==> config.mk <==
export PLATFORM = sky130hd
export DESIGN_NAME = mem_arbiter_rr
export DESIGN_NICKNAME = d
export VERILOG_FILES = /design/src/rtl/mem_arbiter_rr.sv
export SDC_FILE = /design/constraint.sdc
export NUM_CORES = 1
export LEC_CHECK = 0
export ABC_CLOCK_PERIOD_IN_PS = 4000
export BUFFER_PORTS_ARGS = -buffer_cell sky130_fd_sc_hd__buf_4
export CELL_PAD_IN_SITES_DETAIL_PLACEMENT = 1
export CELL_PAD_IN_SITES_GLOBAL_PLACEMENT = 1
export CORE_AREA = 2 2 535 537
export DETAILED_ROUTE_END_ITERATION = 10
export DIE_AREA = 0 0 537 539
export MAX_ROUTING_LAYER = met4
export PLACE_DENSITY = 0.33
export SYNTH_ARGS = -nofsm -noshare
export SYNTH_HDL_FRONTEND = slang
export SYNTH_SLANG_ARGS = --single-unit
==> constraint.sdc <==
create_clock -name clk_i -period 4 [get_ports clk_i]
set_input_delay 0.4 -clock clk_i [delete_from_list [all_inputs] [get_ports clk_i]]
set_output_delay 0.4 -clock clk_i [all_outputs]
set_load 0.05 [all_outputs]
==> src/rtl/mem_arbiter_rr.sv <==
// N-port memory arbiter (round-robin or fixed priority) in front of one shared line memory.
// Define MEM_ARB_PERF_CNT_EN to add per-port grant and stall counters.
module mem_arbiter_rr #(
    parameter int NUM_PORTS = 2,
    parameter int ADDR_SIZE = 32,
    parameter int LINE_SIZE = 256,
    parameter int ARB_MODE  = 0
) (
    input  logic                           clk_i,
    input  logic                           reset_i,
    input  logic [NUM_PORTS-1:0]           ch_req_i,
    input  logic [NUM_PORTS-1:0]           ch_write_i,
    input  logic [NUM_PORTS*ADDR_SIZE-1:0] ch_addr_i,
    input  logic [NUM_PORTS*LINE_SIZE-1:0] ch_wdata_i,
    output logic [NUM_PORTS-1:0]           ch_done_o,
    output logic [LINE_SIZE-1:0]           ch_rdata_o,
    output logic [NUM_PORTS-1:0]           grant_o,
    output logic                           mem_valid_o,
    output logic                           mem_write_o,
    output logic [ADDR_SIZE-1:0]           mem_addr_o,
    output logic [LINE_SIZE-1:0]           mem_wdata_o,
    input  logic                           mem_ready_i,
    input  logic                           mem_done_i,
`ifdef MEM_ARB_PERF_CNT_EN
    output logic [NUM_PORTS*32-1:0]        perf_grant_cnt_o,
    output logic [NUM_PORTS*32-1:0]        perf_stall_cnt_o,
`endif
    input  logic [LINE_SIZE-1:0]           mem_rdata_i
);

    localparam int ID_W = (NUM_PORTS > 1) ? $clog2(NUM_PORTS) : 1;

    typedef enum logic [1:0] {
        S_IDLE,
        S_REQ,
        S_WAIT
    } state_t;

    state_t                 state_q, state_d;
    logic [NUM_PORTS-1:0]   grant_q, grant_d;
    logic [ID_W-1:0]        gidx_q, gidx_d;
    logic [ID_W-1:0]        ptr_q, ptr_d;
    logic                   mem_valid_q, mem_valid_d;
    logic                   mem_write_q, mem_write_d;
    logic [ADDR_SIZE-1:0]   mem_addr_q, mem_addr_d;
    logic [LINE_SIZE-1:0]   mem_wdata_q, mem_wdata_d;
    logic                   abort_q, abort_d;

    logic                   win_found;
    logic [ID_W-1:0]        win_idx;
    logic [NUM_PORTS-1:0]   win_oh;
    logic                   done_fire;
    int                     cand;

    // Round-robin scans from ptr+1 with wrap; fixed mode scans from index 0.
    always_comb begin
        win_found = 1'b0;
        win_idx   = '0;
        win_oh    = '0;
        cand      = 0;
        for (int i = 0; i < NUM_PORTS; i++) begin
            if (ARB_MODE == 1) begin
                cand = i;
            end else begin
                cand = int'(ptr_q) + 1 + i;
                if (cand >= NUM_PORTS) begin
                    cand = cand - NUM_PORTS;
                end
            end
            if (!win_found && ch_req_i[cand]) begin
                win_found = 1'b1;
                win_idx   = ID_W'(cand);
            end
        end
        win_oh[win_idx] = 1'b1;
    end

    always_comb begin
        state_d     = state_q;
        grant_d     = grant_q;
        gidx_d      = gidx_q;
        ptr_d       = ptr_q;
        mem_valid_d = mem_valid_q;
        mem_write_d = mem_write_q;
        mem_addr_d  = mem_addr_q;
        mem_wdata_d = mem_wdata_q;
        abort_d     = abort_q;
        done_fire   = 1'b0;
        unique case (state_q)
            S_IDLE: begin
                if (win_found) begin
                    state_d     = S_REQ;
                    grant_d     = win_oh;
                    gidx_d      = win_idx;
                    mem_valid_d = 1'b1;
                    mem_write_d = ch_write_i[win_idx];
                    mem_addr_d  = ch_addr_i[int'(win_idx)*ADDR_SIZE +: ADDR_SIZE];
                    mem_wdata_d = ch_wdata_i[int'(win_idx)*LINE_SIZE +: LINE_SIZE];
                    abort_d     = 1'b0;
                end
            end
            S_REQ: begin
                if (mem_ready_i) begin
                    mem_valid_d = 1'b0;
                    if (mem_done_i) begin
                        done_fire = 1'b1;
                        state_d   = S_IDLE;
                        grant_d   = '0;
                        ptr_d     = gidx_q;
                    end else begin
                        state_d = S_WAIT;
                    end
                end
            end
            S_WAIT: begin
                if (mem_done_i) begin
                    done_fire = 1'b1;
                    state_d   = S_IDLE;
                    grant_d   = '0;
                    ptr_d     = gidx_q;
                end
            end
            default: begin
                state_d = S_IDLE;
            end
        endcase
    end

    always_ff @(posedge clk_i) begin
        if (!reset_i) begin
            state_q     <= S_IDLE;
            grant_q     <= '0;
            gidx_q      <= '0;
            ptr_q       <= ID_W'(NUM_PORTS - 1);
            mem_valid_q <= 1'b0;
            mem_write_q <= 1'b0;
            mem_addr_q  <= '0;
            mem_wdata_q <= '0;
            abort_q     <= 1'b1;
        end else begin
            state_q     <= state_d;
            grant_q     <= grant_d;
            gidx_q      <= gidx_d;
            ptr_q       <= ptr_d;
            mem_valid_q <= mem_valid_d;
            mem_write_q <= mem_write_d;
            mem_addr_q  <= mem_addr_d;
            mem_wdata_q <= mem_wdata_d;
            abort_q     <= abort_d;
        end
    end

    assign grant_o     = grant_q;
    assign mem_valid_o = mem_valid_q;
    assign mem_write_o = mem_write_q;
    assign mem_addr_o  = mem_addr_q;
    assign mem_wdata_o = mem_wdata_q;
    assign ch_done_o   = grant_q & {NUM_PORTS{done_fire}};
    assign ch_rdata_o  = mem_rdata_i;

`ifdef MEM_ARB_PERF_CNT_EN
    for (genvar k = 0; k < NUM_PORTS; k++) begin : g_perf
        logic [31:0] gcnt_q;
        logic [31:0] scnt_q;
        always_ff @(posedge clk_i) begin
            if (!reset_i) begin
                gcnt_q <= '0;
                scnt_q <= '0;
            end else begin
                if (ch_done_o[k] && (gcnt_q != 32'hFFFF_FFFF)) begin
                    gcnt_q <= gcnt_q + 32'd1;
                end
                if (ch_req_i[k] && !grant_q[k] && (scnt_q != 32'hFFFF_FFFF)) begin
                    scnt_q <= scnt_q + 32'd1;
                end
            end
        end
        assign perf_grant_cnt_o[k*32 +: 32] = gcnt_q;
        assign perf_stall_cnt_o[k*32 +: 32] = scnt_q;
    end
`endif

    // A done after reset but before the next grant belongs to an aborted transaction.
    a_hold_req: assert property (@(posedge clk_i) disable iff (!reset_i)
        (state_q != S_IDLE) |-> ((ch_req_i & grant_q) == grant_q));

    a_stray_done: assert property (@(posedge clk_i) disable iff (!reset_i)
        (mem_done_i && !abort_q) |->
        ((state_q == S_WAIT) || ((state_q == S_REQ) && mem_ready_i)));

endmodule

==> results of run 1 <==
routing by layer:
layer,GRT usage
met5,-
met4,0.0494
met3,0.0708
met2,0.153
met1,0.103
timing repair:
item / CTS / global route
hold buffers: 568 / 0
buffers inserted: 0 / 0
endpoints found under the hold margin: 290 / 0
logic make-up after synthesis:
logic type | count (synthesis)
AND/OR/NAND/NOR | 595
AO/OA/AOI/OAI | 592
buffers and inverters | 422
flip-flops | 296
adder cells (fa/ha/maj) | 5
multiplexers | 3
Yosys cell counts, types with 2 or more instances:
| cell type | instances |
|---|---|
| nand2_1 | 585 |
| mux2i_1 | 3 |
| and2_1 | 2 |
| inv_1 | 5 |
| nor2b_1 | 3 |
| nor2_1 | 2 |
| buf_4 | 259 |
| o21ai_1 | 35 |
| o21ai_0 | 257 |
| buf_2 | 88 |
| clkbuf_1 | 70 |
| a31oi_1 | 289 |
| dfxtp_1 | 296 |
| ha_1 | 5 |
per-stage QoR:
stage,cell area [sq um],setup slack (ps)
floorplan,14300,2260
global placement,23300,1680
detailed placement,23300,1660
CTS,30700,989
global route,30700,892
==> results.rst, run 1 <==
.. list-table::
   :header-rows: 1

   * - Metric
     - Value
   * - Fraction of registers with async set or reset after synthesis
     - 0
   * - Area fraction in and, or, nand and nor cells after synthesis
     - 0.158
   * - Synthesized net count
     - 2758
   * - Mean post-synth cell area
     - 7.48 sq um
   * - Count of different cell masters after synthesis
     - 28
   * - Die boundary width
     - 537 microns
   * - Cell taking the most area after synthesis
     - dfxtp_1
   * - Error message
     - [ERROR DRT-0255] Maze Route cannot find path of net mem_rdata_i[164] in worker of routeBox ( 483000 0 ) ( 537000 48300 ).
   * - Last step reached
     - detailed routing (5_2_route)
   * - Main area contributors after synthesis
     - dfxtp_1 (41%), nand2_1 (15%), buf_4 (14%)
   * - Synthesized netlist cell count
     - 1913
   * - Mux contribution to synthesized area
     - 0.00210
   * - H-tree level count
     - 2
   * - Tot GR Track Use
     - 0.103
   * - Run status
     - aborted with a tool error
   * - Number of buffers on the longest clock path
     - 3
   * - Count of flip-flops with a built-in enable after synthesis
     - 0
   * - Area fraction in compound gates after synthesis
     - 0.235
   * - Placed instance count
     - 6159
   * - Clock sink count
     - about 300
   * - Yosys warns
     - 0
   * - Share of the synthesized area in the top cell type
     - 0.414
   * - Master cell of the clock root buffer
     - clkbuf_16
   * - Global-route wire length before repair
     - 193 mm
   * - Io pins
     - 1390
   * - Via count of the first global-routing pass
     - between 20000 and 25000
   * - Post-Synth Adder-Cell Area
     - 0.00437
   * - Cell row count
     - 196
   * - Clock buffers created by TritonCTS
     - 48
   * - Dominant combinational cell family by area after synthesis
     - compound AO/OA/AOI/OAI gates
   * - Residual overflow from global routing
     - 0
   * - Post-cts gate resize count
     - 0
   * - Xor/xnor cell area share of the yosys netlist
     - 0
   * - Pin count of the biggest net entering global routing
     - 99
   * - Number of antenna violations at the first check in global routing
     - 48
   * - Die height
     - 539 microns
   * - Synthesized cell area
     - ~0.014 sq mm
   * - HPWL after detailed placement
     - 123 mm
   * - Dominant synthesized flop cell
     - dfxtp_1
   * - Sequential share of the synthesized area
     - 0.414
   * - Global placement routability congestion
     - between 0.7 and 0.8
   * - Port Buf Inserts
     - approximately 880
   * - #FFs+latches synth
     - 296
   * - Effective utilization at floorplan
     - 0.0504
==> run 2, diff against run 1 <==
Settings changed: CELL_PAD_IN_SITES_DETAIL_PLACEMENT 1 to default, CELL_PAD_IN_SITES_GLOBAL_PLACEMENT 1 to default, CORE_AREA 2 2 535 537 to 2 2 533 535, DIE_AREA 0 0 537 539 to 0 0 535 537, MAX_ROUTING_LAYER met4 to default, PLACE_DENSITY 0.33 to default, PLACE_DENSITY_LB_ADDON from default to 0.15.
==> run 2 against run 1 <==
Effect of this change: the run now ends clean; synthesized cell count stayed put; global-route usage is 1.1 points lower; area after synthesis stayed put.
==> results.rst, run 2 <==
.. list-table::
   :header-rows: 1

   * - Metric
     - Value
   * - Run status
     - finished, final reports clean
   * - CTS hold repair buffers
     - 571 (+0.53%)
   * - Share of the synthesized area in the top cell type
     - 0.414 (unchanged)
   * - WL final
     - 139 mm
   * - Clock buffers created by TritonCTS
     - 48 (unchanged)
   * - Routed wire per std cell
     - 20.4 microns
   * - Setup tns final
     - 0 ps
   * - Hold Path Class
     - in -> reg
   * - Period Utilization, post-route
     - 0.750
   * - Total Power Consumption
     - 13000 uW
   * - Effective utilization at floorplan
     - 0.0508 (+0.000478)
   * - Worst Hold Margin
     - between 80 and 90 ps
   * - Leakage power
     - 0.0126 uW
   * - Residual overflow from global routing
     - 0 (unchanged)
   * - Die Footprint
     - 0.287 sq mm
   * - Mean post-synth cell area
     - 7.48 sq um (unchanged)
   * - Dominant synthesized flop cell
     - dfxtp_1
   * - Sequential share of the synthesized area
     - 0.414 (unchanged)
   * - Net total in the final layout
     - 3872
   * - Maximum ir drop on the vdd rail
     - 0.274 mV
   * - Hold Violations, Final
     - 0
   * - Flip-flop count of the largest register after layout
     - 256
   * - Io pins
     - 1390 (unchanged)
   * - Largest fanout on the critical path
     - 52
   * - Buffers inserted by post-CTS timing repair
     - 0 (unchanged)
   * - Worst path slowest cell
     - o21a_4
   * - HPWL after detailed placement
     - 111 mm (-9.3%)
   * - Number of buffers on the longest clock path
     - 3 (unchanged)
   * - Die boundary width
     - 535 microns (-0.37%)
   * - Std-Cell Core Area
     - roughly 0.28 sq mm
   * - Max frequency
     - 0.333 GHz
   * - Clock sink count
     - 296 (unchanged)
   * - Crit path DAT
     - between 3000 and 4000 ps
   * - Final critical delay including setup and external delays
     - ~3000 ps
   * - Pin count of the biggest net entering global routing
     - 146 (+47%)
   * - Remaining antenna violation count
     - 0
   * - WS Path Type
     - reg -> reg
   * - Crit-path cells
     - inv_1 > ha_1 > o21a_4 > buf_4 > o21ai_0 > a31oi_1 > dlygate4sd3_1
   * - Cell row count
     - 195 (-0.51%)
   * - Count of different cell masters after synthesis
     - 28 (unchanged)
   * - RSZ-0062 raised after global routing
     - false
   * - Skew-Pair Late Insertion Delay
     - 680 ps
   * - Global placement routability congestion
     - 0.733 (about the same)
   * - Most frequent cells in the layout
     - buf_4 (895), nand2_1 (585), dlygate4sd3_1 (571)
   * - Port Buf Inserts
     - 877 (unchanged)
   * - Global-route wire length before repair
     - 178 mm (-7.5%)
   * - Finish-stage setup viols
     - 0
   * - Dominant cell by count in the synthesized netlist
     - nand2_1
   * - Synthesized netlist cell count
     - 1913 (unchanged)
   * - Total number of vias
     - 18400
   * - Count of flip-flops with a built-in enable after synthesis
     - 0 (unchanged)
   * - Die height
     - 537 microns (-0.37%)
   * - Cell taking the most area after synthesis
     - dfxtp_1
   * - H-tree level count
     - 2 (unchanged)
   * - Master cell of the clock root buffer
     - clkbuf_16
   * - Tot GR Track Use
     - 0.0923 (-0.0109)
   * - Synthesized cell area
     - 0.0143 sq mm (unchanged)
   * - Number of antenna violations at the first check in global routing
     - 21 (-56%)
   * - CP endpoint kind
     - flop
   * - Final-report max-slew violation count
     - 0
   * - Most common cell after layout, fill and taps aside
     - buf_4
   * - Worst path max stage delay
     - about 660 ps
   * - #FFs+latches synth
     - 296 (unchanged)
   * - Synth-to-Final Area Change
     - 114%
   * - Post-CTS clock slew at the launch and capture registers of the worst setup and hold paths
     - 60 ps
   * - Slew @ Worst Pin
     - just under 1000 ps
   * - Max-cap viol count
     - 0
   * - Detailed Route Iter0 Violations
     - around 630
   * - Post-cts gate resize count
     - 0 (unchanged)
   * - Worst Clk Skew
     - 38.0 ps
   * - Via count of the first global-routing pass
     - 19200 (-5.8%)
   * - Main area contributors after synthesis
     - dfxtp_1 (41%), nand2_1 (15%), buf_4 (14%)
   * - Routed vias/inst
     - 2.70
   * - Synthesized net count
     - 2758 (unchanged)
   * - Synth top cells by count
     - nand2_1 (585), dfxtp_1 (296), a31oi_1 (289)
   * - Final core utilization
     - 0.109
   * - Number of detailed-routing iterations run before antenna repair
     - 5
   * - Clock tree from TritonCTS
     - done
   * - DRC viols
     - 0
   * - Required time reported for the critical path endpoint
     - 4600 ps
   * - Layout cell share with drive strength beyond 1
     - 0.320
   * - Critical Path Start Type
     - flop
   * - Worst slew margin relative to its limit
     - 0.356
   * - Yosys warns
     - 0 (unchanged)
   * - Power density over cell area
     - 424 mW/mm^2
   * - Fraction of registers with async set or reset after synthesis
     - 0 (unchanged)
## run 2: cell counts after synthesis
Identical to the previous run, type by type.
## run 2: final timing paths
| check | start | endpoint | slack [ps] | cells past startpoint |
|---|---|---|---|---|
| max | state_q[1] | mem_wdata_o[80] | 1000 | 7 |
| min reg2reg | mem_valid_o | mem_valid_o | 520 | 1 |
| max reg2reg | state_q[1] | mem_wdata_o[80] | 1000 | 7 |
| min | ch_addr_i[37] | mem_addr_o[5] | 80 | 3 |
## run 2: cells by family after synthesis
logic type,share of synthesized area
and+or+nand+nor,0.158
AOI/OAI and AO/OA,0.235
buffers and inverters,0.186
DFF,0.414
adders and majority gates,0.00437
muxes,0.00210
## run 2: worst max-delay path, delay by kind of cell, from the launching register on
kind                       cells  cell delay (ps)
buffers and inverters          3             1230
AOI/OAI and AO/OA              3             1000
adders and majority gates      1              250
DFF                            1              340
## run 2: power breakdown
part	internal [uW]	switching, uW	leakage, uW
clock	2350	1830	0.000706
combinational	1890	3230	0.00947
sequential	3370	305	0.00246
## run 2: metal layers
| metal | up-vias | share of wire | routed length [microns] | GRT usage |
|---|---|---|---|---|
| li1 | 8567 | - | - | - |
| met1 | 8605 | 0.37 | 51900 | 0.0970 |
| met2 | 947 | 0.42 | 59000 | 0.138 |
| met4 | 6 | 0.041 | 5700 | 0.0414 |
| met3 | 271 | 0.16 | 22400 | 0.0670 |
| met5 | - | 0.0012 | 173 | 0.00543 |
## run 2: stage by stage
| stage | instance area, sq um | setup WS (ps) | cells |
|---|---|---|---|
| final | 30600 | 1000 | 6818 |
| after floorplan | 14300 | 2260 | 1913 |
| after global placement | 23400 | 1390 | 6149 |
| after global routing | 30600 | 739 | 6808 |
| after CTS | 30500 | 865 | 6803 |
| after detailed placement | 23400 | 1450 | 6149 |
## run 2: cell type report
cell class,instances,area [sq um]
diodes,15,37.5
clock buffers,74,1380
clock inverters,9,66.3
fillers,33000,251000
inverters,5,18.8
multi-input cells,1195,5740
flip-flops and latches,296,5930
well taps,3743,4680
repair buffers,1481,12700
Note: power is estimated with default switching activity, not from simulation.
